==> config.mk <==
export PLATFORM = sky130hd
export DESIGN_NAME = sync_fifo_param
export DESIGN_NICKNAME = d
export VERILOG_FILES = /design/src/rtl/sync_fifo_pkg.sv /design/src/rtl/sync_fifo_param_mem.sv /design/src/rtl/sync_fifo_param.sv
export SDC_FILE = /design/constraint.sdc
export NUM_CORES = 1
export LEC_CHECK = 0
export BUFFER_PORTS_ARGS = -buffer_cell sky130_fd_sc_hd__clkbuf_2
export CAP_MARGIN = 20
export CORE_MARGIN = 2
export CORE_UTILIZATION = 49
export CTS_CLUSTER_DIAMETER = 150
export DETAILED_ROUTE_END_ITERATION = 8
export PLACE_DENSITY = 0.67
export SLEW_MARGIN = 5
export SYNTH_ARGS = -nofsm -noshare
export SYNTH_HDL_FRONTEND = slang
export SYNTH_HIERARCHICAL = 1
export SYNTH_SLANG_ARGS = --single-unit
==> constraint.sdc <==
create_clock -name clk -period 4.35 [get_ports clk]
set_clock_uncertainty 0.05 [all_clocks]
set_input_delay 0.87 -clock clk [delete_from_list [all_inputs] [get_ports clk]]
set_output_delay 0.87 -clock clk [all_outputs]
set_load 0.005 [all_outputs]
==> src/rtl/sync_fifo_pkg.sv <==
// -----------------------------------------------------------------------------
// sync_fifo_pkg
// Shared helpers for the parametrised single-clock FIFO.
//   ptr_w()          : address width needed to index DEPTH entries
//   cnt_w()          : occupancy counter width able to hold 0..DEPTH
//   fifo_params_ok() : legality of DATA_W / DEPTH / watermark combination,
//                      evaluated at elaboration time by the top level
//   fifo_acc_t       : accepted read/write strobes for one cycle
// -----------------------------------------------------------------------------
package sync_fifo_pkg;

  typedef struct packed {
    logic wr_acc;
    logic rd_acc;
  } fifo_acc_t;

  function automatic int ptr_w(input int depth);
    return (depth > 1) ? $clog2(depth) : 1;
  endfunction

  function automatic int cnt_w(input int depth);
    return $clog2(depth + 1);
  endfunction

  // DEPTH must be a power of two so that pointers wrap by plain overflow.
  function automatic bit fifo_params_ok(input int data_w, input int depth,
                                        input int af, input int ae);
    bit ok;
    ok = (data_w >= 1) && (depth >= 2) && ((depth & (depth - 1)) == 0) &&
         (af >= 1) && (af <= depth) && (ae >= 0) && (ae <= depth - 1);
    return ok;
  endfunction

endpackage

==> src/rtl/sync_fifo_param_mem.sv <==
// -----------------------------------------------------------------------------
// fifo_mem
// DEPTH x DATA_W register array with one write port and one registered read
// port. A read and a write to the same address in the same cycle returns the
// old contents (needed when the FIFO is full and both pointers coincide).
// The array itself is never reset; only the read register is cleared.
// Ports:
//   clk    : clock
//   rst    : synchronous active-high reset (clears rdata only)
//   we     : write enable
//   waddr  : write address
//   wdata  : write data
//   re     : read enable (loads rdata)
//   raddr  : read address
//   rdata  : registered read data, holds when re is low
// -----------------------------------------------------------------------------
module fifo_mem #(
  parameter int DATA_W = 8,
  parameter int DEPTH  = 8,
  parameter int PTR_W  = 3
) (
  input  logic              clk,
  input  logic              rst,
  input  logic              we,
  input  logic [PTR_W-1:0]  waddr,
  input  logic [DATA_W-1:0] wdata,
  input  logic              re,
  input  logic [PTR_W-1:0]  raddr,
  output logic [DATA_W-1:0] rdata
);

  logic [DATA_W-1:0] mem [DEPTH];

  always_ff @(posedge clk) begin
    if (we) begin
      mem[waddr] <= wdata;
    end
  end

  always_ff @(posedge clk) begin
    if (rst) begin
      rdata <= '0;
    end else if (re) begin
      rdata <= mem[raddr];
    end
  end

endmodule

==> src/rtl/sync_fifo_param.sv <==
// -----------------------------------------------------------------------------
// sync_fifo_param
// Parametrised single-clock FIFO with occupancy count, almost-full/empty
// watermarks, registered read data with a one-cycle valid strobe and defined
// behaviour for simultaneous read/write at the full and empty boundaries.
// All outputs are registered; no combinational path from rd/wr to outputs.
//
// Optional feature macro: FIFO_ERR_FLAGS_EN
//   defined   -> sticky overflow/underflow flags plus err_clr input
//   undefined -> those ports are absent, dropped requests are silently ignored
//
// Ports:
//   clk, rst       : clock, synchronous active-high reset
//   wr, data_in    : write request and data
//   rd             : read request
//   data_out       : registered read data (holds between pops)
//   data_valid     : one-cycle pulse when data_out carries a newly popped word
//   full, empty    : count == DEPTH / count == 0
//   almost_full    : count >= AF_THRESH
//   almost_empty   : count <= AE_THRESH
//   count          : occupancy 0..DEPTH
//   overflow       : sticky, wr while full and not accepted   (macro only)
//   underflow      : sticky, rd while empty                   (macro only)
//   err_clr        : clears overflow/underflow, wins over set  (macro only)
// -----------------------------------------------------------------------------
module sync_fifo_param
  import sync_fifo_pkg::*;
#(
  parameter int DATA_W    = 8,
  parameter int DEPTH     = 8,
  parameter int AF_THRESH = 6,
  parameter int AE_THRESH = 2
) (
  input  logic                       clk,
  input  logic                       rst,
  input  logic                       wr,
  input  logic [DATA_W-1:0]          data_in,
  input  logic                       rd,
  output logic [DATA_W-1:0]          data_out,
  output logic                       data_valid,
  output logic                       full,
  output logic                       empty,
  output logic                       almost_full,
  output logic                       almost_empty,
`ifdef FIFO_ERR_FLAGS_EN
  output logic                       overflow,
  output logic                       underflow,
  input  logic                       err_clr,
`endif
  output logic [$clog2(DEPTH+1)-1:0] count
);

  localparam int PTR_W = ptr_w(DEPTH);
  localparam int CNT_W = cnt_w(DEPTH);

  if (!fifo_params_ok(DATA_W, DEPTH, AF_THRESH, AE_THRESH)) begin : g_bad_params
    $error("sync_fifo_param: illegal DATA_W/DEPTH/AF_THRESH/AE_THRESH combination");
  end

  logic [PTR_W-1:0] wr_ptr;
  logic [PTR_W-1:0] rd_ptr;
  fifo_acc_t        acc;
  logic [CNT_W-1:0] count_nxt;

  // Accept logic: a read frees a slot in the same cycle, so a full FIFO can
  // still take a write alongside a read. An empty FIFO never bypasses.
  always_comb begin
    acc        = '0;
    acc.rd_acc = rd & ~empty;
    acc.wr_acc = wr & (~full | acc.rd_acc);
  end

  always_comb begin
    count_nxt = count;
    case ({acc.wr_acc, acc.rd_acc})
      2'b10:   count_nxt = count + CNT_W'(1);
      2'b01:   count_nxt = count - CNT_W'(1);
      default: count_nxt = count;
    endcase
  end

  // Pointers, count and flags: flags are computed from count_nxt so they
  // switch on the same edge as count.
  always_ff @(posedge clk) begin
    if (rst) begin
      wr_ptr       <= '0;
      rd_ptr       <= '0;
      count        <= '0;
      empty        <= 1'b1;
      full         <= 1'b0;
      almost_empty <= 1'b1;
      almost_full  <= 1'b0;
      data_valid   <= 1'b0;
    end else begin
      if (acc.wr_acc) begin
        wr_ptr <= wr_ptr + PTR_W'(1);
      end
      if (acc.rd_acc) begin
        rd_ptr <= rd_ptr + PTR_W'(1);
      end
      count        <= count_nxt;
      empty        <= (count_nxt == '0);
      full         <= (count_nxt == CNT_W'(DEPTH));
      almost_full  <= (int'(count_nxt) >= AF_THRESH);
      almost_empty <= (int'(count_nxt) <= AE_THRESH);
      data_valid   <= acc.rd_acc;
    end
  end

`ifdef FIFO_ERR_FLAGS_EN
  always_ff @(posedge clk) begin
    if (rst) begin
      overflow  <= 1'b0;
      underflow <= 1'b0;
    end else if (err_clr) begin
      overflow  <= 1'b0;
      underflow <= 1'b0;
    end else begin
      if (wr & full & ~acc.rd_acc) begin
        overflow <= 1'b1;
      end
      if (rd & empty) begin
        underflow <= 1'b1;
      end
    end
  end
`endif

  fifo_mem #(
    .DATA_W (DATA_W),
    .DEPTH  (DEPTH),
    .PTR_W  (PTR_W)
  ) u_mem (
    .clk   (clk),
    .rst   (rst),
    .we    (acc.wr_acc & ~rst),
    .waddr (wr_ptr),
    .wdata (data_in),
    .re    (acc.rd_acc),
    .raddr (rd_ptr),
    .rdata (data_out)
  );

endmodule

==> results.sh <==
export IMPL_outcome="completed"
export IMPL_synth_area_um2=3585
export IMPL_synth_top_area_cell="edfxtp_1"
export IMPL_slowest_delay_ns=0.37
export IMPL_routed_wl_um=6170
export IMPL_cp_depth=11
export IMPL_grt_max_degree=35
export IMPL_rsz0062_at_grt="no"
export IMPL_area_delta_synth_final_pct=11.45
export IMPL_crit_path_start_kind="primary input"
export IMPL_clockRootBuffer="clkbuf_8"
export IMPL_yosysSeqAreaShare_pct=66.46
export IMPL_wl_met1_um=2708
export IMPL_crit_top_cell="ha_1"
export IMPL_dr_pass1_iters=4
export IMPL_cap_violations=0
export IMPL_synth_seq_cells=87
export IMPL_setup_viol=0
export IMPL_worstSetupPathType="primary input to flip-flop"
export IMPL_crit_family="compound AO/OA/AOI/OAI gates"
export IMPL_syn_num_nets=260
export IMPL_place_hpwl_um=3844
export IMPL_total_power_mw=1.957
export IMPL_ys_flop_type="edfxtp_1"
export IMPL_p_int_mw=1.455
export IMPL_yosys_warnings=6
export IMPL_reg2reg_slack_ns=1.54
export IMPL_p_seq_share_pct=50.2
export IMPL_ir_worst_vdd_mv=0.2811
export IMPL_grt_pass1_vias=1816
export IMPL_drtIter0Drc=122
export IMPL_critPathCaptureType="flip-flop"
export IMPL_drc_errors=0
export IMPL_grt_overflow_total=0
export IMPL_wl_met2_um=3209
export IMPL_ys_types=42
export IMPL_hold_viol=0
export IMPL_slowest_stage="a21boi_0"
export IMPL_clkPwrFrac_pct=31.1
export IMPL_n_antenna_cell=0
export IMPL_synthArstFlopShare_pct=0
export IMPL_r2r_cells=10
export IMPL_clkTransAtPathRegs_ns=0.09
export IMPL_synth_edf_count=64
export IMPL_ioPinCount=29
export IMPL_die_y_um=89.53
export IMPL_routedWlPerCell_um=16.37
export IMPL_fp_coreArea_um2=7176
export IMPL_track_usage_pct=16.66
export IMPL_slew_headroom_pct=36.40
export IMPL_drv_slew=0
export IMPL_die_area_um2=8016
export IMPL_start_util_pct=49.96
export IMPL_grt_pass1_wl_um=9328
export IMPL_final_cell_mix="edfxtp_1, nor2_1, clkbuf_2, dfxtp_1, mux2i_1"
export IMPL_numCtsBuffers=9
export IMPL_synth_avg_cell_area_um2=14.75
export IMPL_hold_path_class="flip-flop to flip-flop"
export IMPL_worstPathRequired_ns=4.56
export IMPL_highest_signal_layer="met4"
export IMPL_path_buf_inv=2
export IMPL_crit_path_cell_trace="clkbuf_2, nand2b_1, a21boi_0, inv_1, ha_1, xor2_1, ha_1, a21oi_1, mux2i_1, xnor2_1, nor4bb_1"
export IMPL_via_count=1980
export IMPL_post_cts_buffers=0
export IMPL_ant_nets=0
export IMPL_worstPathArrival_ns=3.22
export IMPL_syn_inst=243
export IMPL_cts_hold_buf=0
export IMPL_row_count=31
export IMPL_leakagePower_nw=1.407
export IMPL_post_place_ws_ns=0.9806
export IMPL_p_sw_uw=501.4
export IMPL_nNetsFinal=290
export IMPL_p_per_area_nw_per_um2=489.8
export IMPL_tightest_slew_ns=0.9504
export IMPL_finalCritPeriodShare_pct=69.09
export IMPL_cts_resized=0
export IMPL_htree_levels=3
export IMPL_yosys_area_top_type_share_pct=53.61
export IMPL_netlist_top_cells_area="edfxtp_1, dfxtp_1, mux2i_1, mux2_2, nor2_1"
export IMPL_p_sw_share_pct=25.62
export IMPL_drive_above_1_share_pct=25.54
export IMPL_cts_tree="done"
export IMPL_fin_tns_setup_ns=0
export IMPL_hold_depth=2
export IMPL_final_common_cell="edfxtp_1"
export IMPL_layout_min_cycle_time_ns=3.005
export IMPL_postLayoutSetupSlackWorst_ns=1.345
export IMPL_clockBufferDepth=2
export IMPL_crit_fanout=8
export IMPL_met3_wirelength_um=184
export IMPL_vias_per_cell=5.252
export IMPL_clkLatencyLatePin_ns=0.35
export IMPL_p_comb_share_pct=18.7
export IMPL_port_buffers=28
export IMPL_place_gp_congestion=0.7517
export IMPL_antenna_found_initial=0
export IMPL_clkSinkCount=87
export IMPL_max_freq_mhz=332.7
export IMPL_fp_dieW_um=89.53
==> kinds of logic after synthesis <==
family                   after synthesis  synth area share, %
buffers and inverters                 18                3.490
AND/OR/NAND/NOR                       53                6.946
adder cells (fa/ha/maj)                5                1.745
flip-flops                            87                66.46
multiplexers                          34                10.05
XOR/XNOR                               7                1.710
AO/OA/AOI/OAI                         39                9.599
==> flip-flops by register name, summed over array words and instances (netlist names) <==
| signal | flops |
|---|---|
| almost_empty | 1 |
| almost_full | 1 |
| count | 4 |
| data_valid | 1 |
| empty | 1 |
| full | 1 |
| rd_ptr | 3 |
| u_mem/mem | 64 |
| u_mem/rdata | 8 |
| wr_ptr | 3 |
==> cell type report <==
type	count	area (um^2)
clock buffer	11	141.4
clock inverter	5	81.33
fill	587	3181
inverter	5	18.77
multi-input combinational	138	1077
sequential	87	2382
tap	99	123.9
timing repair buffer	32	170.2
==> power groups by stage <==
stage	logic, mW	clock network, mW	registers [mW]
2_1_floorplan	0.301	0	0.995
3_3_place_gp	0.363	0	0.999
3_5_place_dp	0.367	0	1.00
4_1_cts	0.369	0.621	0.982
5_1_grt	0.405	0.659	0.990
6_report	0.366	0.609	0.982
==> layer usage <==
| layer | track usage (%) | vias to the layer above |
|---|---|---|
| met3 | 4.155 | 5 |
| met1 | 20.32 | 960 |
| met2 | 28.28 | 38 |
| li1 | - | 977 |
| met5 | 0 | - |
| met4 | 6.920 | 0 |
==> through the flow <==
step / cell area (um^2) / utilization [%] / cells / hold WS (ns)
global route: 3995 / 55.68 / 377 / 0.4585
global placement: 3772 / 52.57 / 361 / 0.4239
CTS: 3995 / 55.68 / 377 / 0.4393
finish: 3995 / 55.68 / 377 / 0.4358
floorplan: 3585 / - / 243 / 0.4253
detailed placement: 3772 / 52.57 / 361 / 0.4279
==> final timing paths <==
check,endpoint,start
worst max register to register,full$_SDFF_PP0_,empty$_SDFF_PP1_
worst min-delay path,u_mem/rdata[1]$_SDFFE_PP0P_,u_mem/rdata[1]$_SDFFE_PP0P_
worst max-delay path,full$_SDFF_PP0_,rd
worst min register to register,u_mem/rdata[1]$_SDFFE_PP0P_,u_mem/rdata[1]$_SDFFE_PP0P_
==> cell usage after synthesis (4+ instances only) <==
master    count
a211oi_1      7
a221o_1       7
dfxtp_1      23
edfxtp_1     64
ha_1          5
inv_1         5
mux2_2       16
mux2i_1      18
nand2_1       9
nand2b_1      5
nor2_1       28
o22ai_1       8
xor2_1        4
==> tightest hold or removal path: stages (launching register included) <==
cell,delay (ns)
dfxtp_1,0.31
nor2_1,0.08
a211oi_1,0.05
No activity file was read; power rests on OpenSTA's default activity.
